$ cat config.mk
export PLATFORM = sky130hd
export DESIGN_NAME = flash_fetch
export DESIGN_NICKNAME = d
export VERILOG_FILES = /design/src/rtl/flash_fetch.sv
export SDC_FILE = /design/constraint.sdc
export NUM_CORES = 1
export LEC_CHECK = 0
export BUFFER_PORTS_ARGS = -buffer_cell sky130_fd_sc_hd__buf_2
export CAP_MARGIN = 20
export CORE_AREA = 2 2 86 55
export DETAILED_ROUTE_END_ITERATION = 8
export DIE_AREA = 0 0 88 57
export PLACE_DENSITY = 0.82
export SYNTH_ARGS = -nofsm -noshare
export SYNTH_HDL_FRONTEND = slang
export SYNTH_SLANG_ARGS = --single-unit
$ cat constraint.sdc
create_clock -name clk -period 1.4 [get_ports clk]
set_input_delay 0.14 -clock clk [delete_from_list [all_inputs] [get_ports clk]]
set_output_delay 0.14 -clock clk [all_outputs]
set_load 0.01 [all_outputs]
$ cat src/rtl/flash_fetch.sv
// flash_fetch: fetch stage between the program counter and a byte-wide
// program flash. Latches the PC word address, reads the low then the high
// byte and presents the assembled little-endian 16-bit instruction with
// flash_ready until the control unit consumes it.
//
// Optional feature: define FETCH_TIMEOUT_EN to bound each byte read to
// TIMEOUT wait cycles (byte forced to 0x00, sticky fetch_err raised).
// Without it the fetch waits indefinitely and fetch_err is tied low.
//
// Ports:
//   clk          clock, rising edge
//   srst         synchronous active-high reset
//   pc_addr      current PC (word address), sampled only in REQ_LO
//   consume      control unit takes the instruction (pc_inc | pc_load)
//   flash_rd     one-cycle read strobe
//   flash_addr   byte address {word, hi/lo}
//   flash_data   read data from flash
//   flash_valid  read data valid pulse
//   instr        assembled instruction
//   flash_ready  instr valid for the latched word
//   fetch_err    sticky timeout flag
module flash_fetch #(
    parameter int unsigned ADDR_WIDTH = 12,
    parameter int unsigned TIMEOUT    = 16
) (
    input  logic                  clk,
    input  logic                  srst,
    input  logic [ADDR_WIDTH-1:0] pc_addr,
    input  logic                  consume,
    output logic                  flash_rd,
    output logic [ADDR_WIDTH:0]   flash_addr,
    input  logic [7:0]            flash_data,
    input  logic                  flash_valid,
    output logic [15:0]           instr,
    output logic                  flash_ready,
    output logic                  fetch_err
);

    localparam int unsigned BAW = ADDR_WIDTH + 1;

    if ((TIMEOUT < 2) || (TIMEOUT > 255)) begin : g_bad_timeout
        $error("flash_fetch: TIMEOUT must be in 2..255");
    end

    typedef enum logic [2:0] {
        REQ_LO  = 3'd0,
        WAIT_LO = 3'd1,
        REQ_HI  = 3'd2,
        WAIT_HI = 3'd3,
        HOLD    = 3'd4
    } state_e;

    state_e                state_q, state_d;
    logic [ADDR_WIDTH-1:0] word_q, word_d;
    logic                  rd_q, rd_d;
    logic [BAW-1:0]        addr_q, addr_d;
    logic [15:0]           instr_q, instr_d;
    logic                  ready_q, ready_d;

    logic                  timeout_c;
    logic                  byte_done_c;
    logic [7:0]            byte_c;

`ifdef FETCH_TIMEOUT_EN
    localparam int unsigned CW = 8;

    logic [CW-1:0] cnt_q, cnt_d;
    logic          err_q, err_d;

    // Valid arriving on the last allowed cycle wins over the timeout.
    assign timeout_c = !flash_valid && (cnt_q == CW'(TIMEOUT - 1));

    // Wait counter: cleared while issuing a request, so it starts at 0 in WAIT_*.
    always_comb begin
        cnt_d = cnt_q;
        err_d = err_q;
        unique case (state_q)
            REQ_LO, REQ_HI: cnt_d = '0;
            WAIT_LO, WAIT_HI: begin
                if (timeout_c) begin
                    err_d = 1'b1;
                end else if (!flash_valid) begin
                    cnt_d = cnt_q + CW'(1);
                end
            end
            default: ;
        endcase
    end

    always_ff @(posedge clk) begin
        if (srst) begin
            cnt_q <= '0;
            err_q <= 1'b0;
        end else begin
            cnt_q <= cnt_d;
            err_q <= err_d;
        end
    end

    assign fetch_err = err_q;
`else
    assign timeout_c = 1'b0;
    assign fetch_err = 1'b0;
`endif

    assign byte_done_c = flash_valid || timeout_c;
    assign byte_c      = flash_valid ? flash_data : 8'h00;

    // State register.
    always_ff @(posedge clk) begin
        if (srst) begin
            state_q <= REQ_LO;
        end else begin
            state_q <= state_d;
        end
    end

    // Next-state logic.
    always_comb begin
        state_d = state_q;
        unique case (state_q)
            REQ_LO:  state_d = WAIT_LO;
            WAIT_LO: if (byte_done_c) state_d = REQ_HI;
            REQ_HI:  state_d = WAIT_HI;
            WAIT_HI: if (byte_done_c) state_d = HOLD;
            HOLD:    if (consume) state_d = REQ_LO;
            default: state_d = REQ_LO;
        endcase
    end

    // Output/datapath next values; all outputs leave through registers.
    always_comb begin
        rd_d    = 1'b0;
        addr_d  = addr_q;
        word_d  = word_q;
        instr_d = instr_q;
        ready_d = ready_q;
        unique case (state_q)
            REQ_LO: begin
                word_d = pc_addr;
                addr_d = {pc_addr, 1'b0};
                rd_d   = 1'b1;
            end
            WAIT_LO: begin
                if (byte_done_c) instr_d[7:0] = byte_c;
            end
            REQ_HI: begin
                addr_d = {word_q, 1'b1};
                rd_d   = 1'b1;
            end
            WAIT_HI: begin
                if (byte_done_c) begin
                    instr_d[15:8] = byte_c;
                    ready_d       = 1'b1;
                end
            end
            HOLD: begin
                if (consume) ready_d = 1'b0;
            end
            default: ;
        endcase
    end

    always_ff @(posedge clk) begin
        if (srst) begin
            word_q  <= '0;
            rd_q    <= 1'b0;
            addr_q  <= '0;
            instr_q <= 16'h0000;
            ready_q <= 1'b0;
        end else begin
            word_q  <= word_d;
            rd_q    <= rd_d;
            addr_q  <= addr_d;
            instr_q <= instr_d;
            ready_q <= ready_d;
        end
    end

    assign flash_rd    = rd_q;
    assign flash_addr  = addr_q;
    assign instr       = instr_q;
    assign flash_ready = ready_q;

endmodule

-- Word level (Yosys, flattened, before mapping)
Index checks and enable logic that the tools add are counted.
- output and inout port bits: 32
- register bits after elaboration: 46
- muxes and demuxes: 9
- eq/ne operators: 7
- reductions and logical operators: 8
- operators by type and width (kind ; count):
    13-bit case mux with 2 select lines ; 1
    3-bit case mux with 5 select lines ; 1
    3-bit 2-to-1 mux ; 3
    3-bit by 2-bit == test with 1-bit output (second input constant) ; 2
    2-bit != test (second input constant) ; 3
    3-bit AND reduction ; 2
    2-bit AND reduction ; 2
    2-bit nonzero test ; 2
    3-bit by 1-bit == test with 1-bit output (second input constant) ; 1
    3-bit == test (second input constant) ; 1
    3-bit zero test ; 1
    1-bit 2-to-1 mux ; 3
    1-bit case mux with 2 select lines ; 1
    2-bit OR reduction ; 1

-- Depth between registers and ports, before layout
- depth after elaboration: 3
- gate-level depth with buffers: 5
- gate-level depth less buffers: 2

-- Worst setup path before layout
Ideal clock, no wire load.
- path type: flip-flop to flip-flop
- start point: register state_q[1]
- end point: register word_q[10]
- required time: 1.330 ns
- setup time: 0.070 ns
- setup slack: 0.208 ns
- arrival time: 1.121 ns
- cell stages (with the launch flop): 5
- cells stage by stage: dfxtp_1 -> buf_6 -> buf_6 -> or4b_1 -> a21oi_1
- cells in the longest elaborated chain, start to end: 1
- ends and longest elaborated chain (what ; line ; source):
    start, declared ; 53 ; state_e state_q, state_d;
    start signal, assigned ; 114 ; state_q <= state_d;
    3-bit zero test ; 138 ; unique case (state_q)
    end signal, assigned ; 172 ; word_q <= word_d;
    end, declared ; 54 ; logic [ADDR_WIDTH-1:0] word_q, word_d;
No other way between the ends.
A chain may end at the register's enable or synchronous reset.

-- Worst setup path in the final report
- start point: register state_q[2]
- end point: register word_q[6]
The elaborated chain is that of the path after synthesis.

==> PnR_summary.wiki <==
{| class="wikitable"
! Metric !! Value
|-
| Outcome || finished clean
|-
| Number of antenna diodes || 0
|-
| Synthesized-area fraction occupied by and/or/nand/nor cells || 18.9%
|-
| Type of the tightest min-delay check || in -> reg
|-
| Root buf cell || clkbuf_8
|-
| X dimension of the die || 88 um
|-
| Number of logic stages on the critical path including buffering || 3
|-
| Arithmetic-cell share of the synthesized area counting full adders, half adders and majority gates || 0%
|-
| Sequential element share of the synthesized area || 43.0%
|-
| Remaining routing DRC violations || 0
|-
| Category of the critical setup timing path || reg -> reg
|-
| Largest fanout on the critical path || 12
|-
| Worst Path Arrival || 1530 ps
|-
| Xor/xnor share of the synthesized area || 0%
|-
| Pins over their slew limit || 0
|-
| P per Cell Area || between 1000 and 1500 nW/um2
|-
| CTS tree || yes
|-
| FF-to-FF setup slack || approximately 88 ps
|-
| Vias per Instance || 5.15
|-
| Post-layout power || 2660 uW
|-
| Dominant combinational cell family by area after synthesis || compound AO/OA/AOI/OAI gates
|-
| Count of instances resized after the clock tree is built || 1
|-
| Worst Clk Skew || 5.71 ps
|-
| Slowest CP cell || or4b_1
|-
| 1st-pass router iterations || 4
|-
| Residual antenna-violating net count after detailed routing || 0
|-
| Data required time of the critical path || 1620 ps
|-
| Setup TNS Final || 0 ps
|-
| Die area || ~5000 um2
|-
| Post-synthesis cell area || 2140 um2
|-
| Global-route wire length before repair || 6.69 mm
|-
| CP endpoint || word_q[6]
|-
| Count of warnings emitted by yosys || 0
|-
| Post-detailed-placement half-perimeter wirelength || 2.72 mm
|-
| Bufs and invs on worst path || 1
|-
| Final GP Congestion || 0.721
|-
| Number of I/O pins || 56
|-
| Clock insertion delay at the later pin of the skew report || approximately 290 ps
|-
| Peak supply drop || 0.587 mV
|-
| Ratio of cells with drive above 1 in the final layout || 30.4%
|-
| Core box area || 4300 um2
|-
| Number of antenna violations at the first check in global routing || 0
|-
| Clock sink count || 46
|-
| Fmax || approximately 0.76 GHz
|-
| Routed WL || 4.02 mm
|-
| Nets || 282
|-
| Minimum clock period after layout || 1310 ps
|-
| Post-route cell area || 2540 um2
|-
| Multiplexer fraction of the synthesized cell area || between 7 and 8%
|-
| Number of maximum-capacitance violations || 0
|-
| CP peak stage delay || 510 ps
|-
| Critical Path Start || state_q[2]
|-
| Transition time of the tightest slew-check pin || 550 ps
|-
| Avg WL per Cell || between 10 and 15 um
|-
| Post-route fraction of the period consumed by the critical path || 93.7%
|-
| Unrepaired setup endpoints after global routing || no
|-
| Maximum level of the CTS H-tree || 2
|-
| Synthesized area per cell || 10.0 um2
|-
| FF+latch count, synth || 46
|-
| Row count || 19
|-
| Number of input and output port buffers inserted || 54
|-
| Post-synth cell types || 27
|-
| Remaining Overflow, GRT || 0
|-
| Static power due to leakage || 0.00112 uW
|-
| Worst slew margin relative to its limit || between 60% and 70%
|-
| Number of global-route vias before repair || about 1500
|-
| Kind of cell adding the most delay to the critical path || simple AND/OR/NAND/NOR gates
|-
| Final setup violation count || 0
|-
| Worst R2R Start || state_q[2]
|-
| Count of hold-fix buffers inserted at cts || 0
|-
| Count of vias placed by the detailed router || about 1600
|-
| Clk pin slew, worst setup/hold paths || 80 ps
|-
| Element type at the critical path end || flip-flop
|-
| Largest net degree at the start of global routing || between 40 and 50
|-
| Worst-path cell chain || buf_4 -> or4b_1 -> a21oi_1
|-
| Final Hold Violating Endpoints || 0
|-
| Count of buffers added by post-CTS timing repair for setup || 0
|-
| Synth Instances || 213
|-
| Cell count of the worst reg-to-reg path || 3
|-
| Syn_nets || about 240
|-
| Relative area change from synthesis to final layout || 18.7%
|-
| Maximum buffer depth of the clock tree || 2
|-
| Critical register-to-register path endpoint || word_q[6]
|-
| Initial Util || 49.7%
|-
| Gr usage total || 16.8%
|-
| Number of CTS-inserted buffers || 5
|-
| Die boundary height || 57 um
|-
| Layout filler cell count || ~380
|-
| First-iteration detailed-routing DRC count || 41
|-
| Worst setup SP type || flip-flop
|-
| DP Area || 2460 um2
|-
| Share of the synthesized area in compound gates (AO/OA/AOI/OAI) || 21.2%
|}
stage by stage:
step | setup WS, ps | instances | utilization, % | hold slack (ps)
4_1_cts | 73.2 | 320 | 59.0 | 117
5_1_grt | 16.8 | 320 | 59.0 | 120
3_5_place_dp | -35.1 | 314 | 57.1 | 431
6_report | 88.1 | 320 | 59.0 | 122
3_3_place_gp | 14.6 | 314 | 57.1 | 422
2_1_floorplan | 208 | 213 | - | 244
layer usage:
layer	wire (um)	global-route usage (%)
met1	2100	24.5
met2	1700	24.1
met3	177	4.34
met4	43	5.93
met5	0	0
sequential cells by signal (all words and copies together) (netlist names):
| register | flops |
|---|---|
| flash_addr | 13 |
| flash_ready | 1 |
| state_q | 3 |
| instr | 16 |
| flash_rd | 1 |
| word_q | 12 |
tightest hold or removal path, delay by kind of cell:
family	cells	cell delay (ps)
simple gates	1	70
compound gates	1	50
buf+inv	1	100
area by class of cell:
cell class	count	area (um2)	share of cell area (%)
clock buffers	6	82.6	3.25
inverters	13	48.8	1.92
multi-input cells	129	1030	40.7
flip-flops and latches	46	921	36.3
well taps	63	78.8	3.10
repair buffers	63	375	14.8
power breakdown:
| part | switching, uW | internal [uW] |
|---|---|---|
| logic | 232 | 212 |
| registers | 42.5 | 1390 |
| clock network | 400 | 381 |
| total | 675 | 1980 |
worst min-delay path by stage:
stage | from | endpoint | slack (ps) | depth (start not counted)
detailed placement | pc_addr[1] | flash_addr[2] | 430 | 3
global route | pc_addr[9] | flash_addr[10] | 120 | 3
floorplan | flash_valid | state_q[0] | 240 | 1
CTS | pc_addr[9] | flash_addr[10] | 120 | 3
finish | pc_addr[9] | flash_addr[10] | 120 | 3
global placement | flash_valid | state_q[0] | 420 | 2
kinds of logic after synthesis:
| logic type | count (synthesis) |
|---|---|
| AO/OA/AOI/OAI | 55 |
| flip-flops | 46 |
| multiplexers | 17 |
| AND/OR/NAND/NOR | 56 |
| buffers and inverters | 38 |
| other | 1 |
synth_stat cells:
master	n	share of area (%)
conb_1	1	0.18
o31ai_1	12	4.2
mux2i_1	17	8.0
clkbuf_1	7	1.2
nor4b_1	1	0.41
nand3b_1	1	0.35
a31oi_1	1	0.29
a2111oi_0	1	0.41
a21oi_1	12	2.8
nand2b_1	35	10
or4b_1	12	5.6
o21ba_1	2	0.94
nor2_1	2	0.35
buf_2	13	3.0
nor3_1	1	0.23
dfxtp_1	46	43
and4b_1	1	0.47
a221oi_1	3	1.2
a221oi_2	8	5.6
nor4bb_1	1	0.47
inv_1	13	2.3
buf_4	3	1.1
buf_6	2	1.1
a21bo_1	1	0.47
a211oi_1	15	5.3
nand4bb_1	1	0.53
or2_1	1	0.29
cell usage in the layout, fill, tap and decap left out:
master,netlist,routed
a221oi_1,3,3
nand2b_1,35,35
o31ai_1,12,12
or4b_1,12,12
a211oi_1,15,15
and4b_1,1,1
a221oi_2,8,8
buf_4,3,6
nor2_1,2,2
mux2i_1,17,17
nor4b_1,1,1
a21bo_1,1,1
clkbuf_8,0,6
dfxtp_1,46,46
a21oi_1,12,12
o21ba_1,2,2
inv_1,13,13
nand4bb_1,1,1
nand3b_1,1,1
buf_12,0,3
a31oi_1,1,1
buf_2,13,54
or2_2,0,1
a2111oi_0,1,1
nor3_1,1,1
conb_1,1,1
nor4bb_1,1,1
Power figures use the tool's default switching activity.
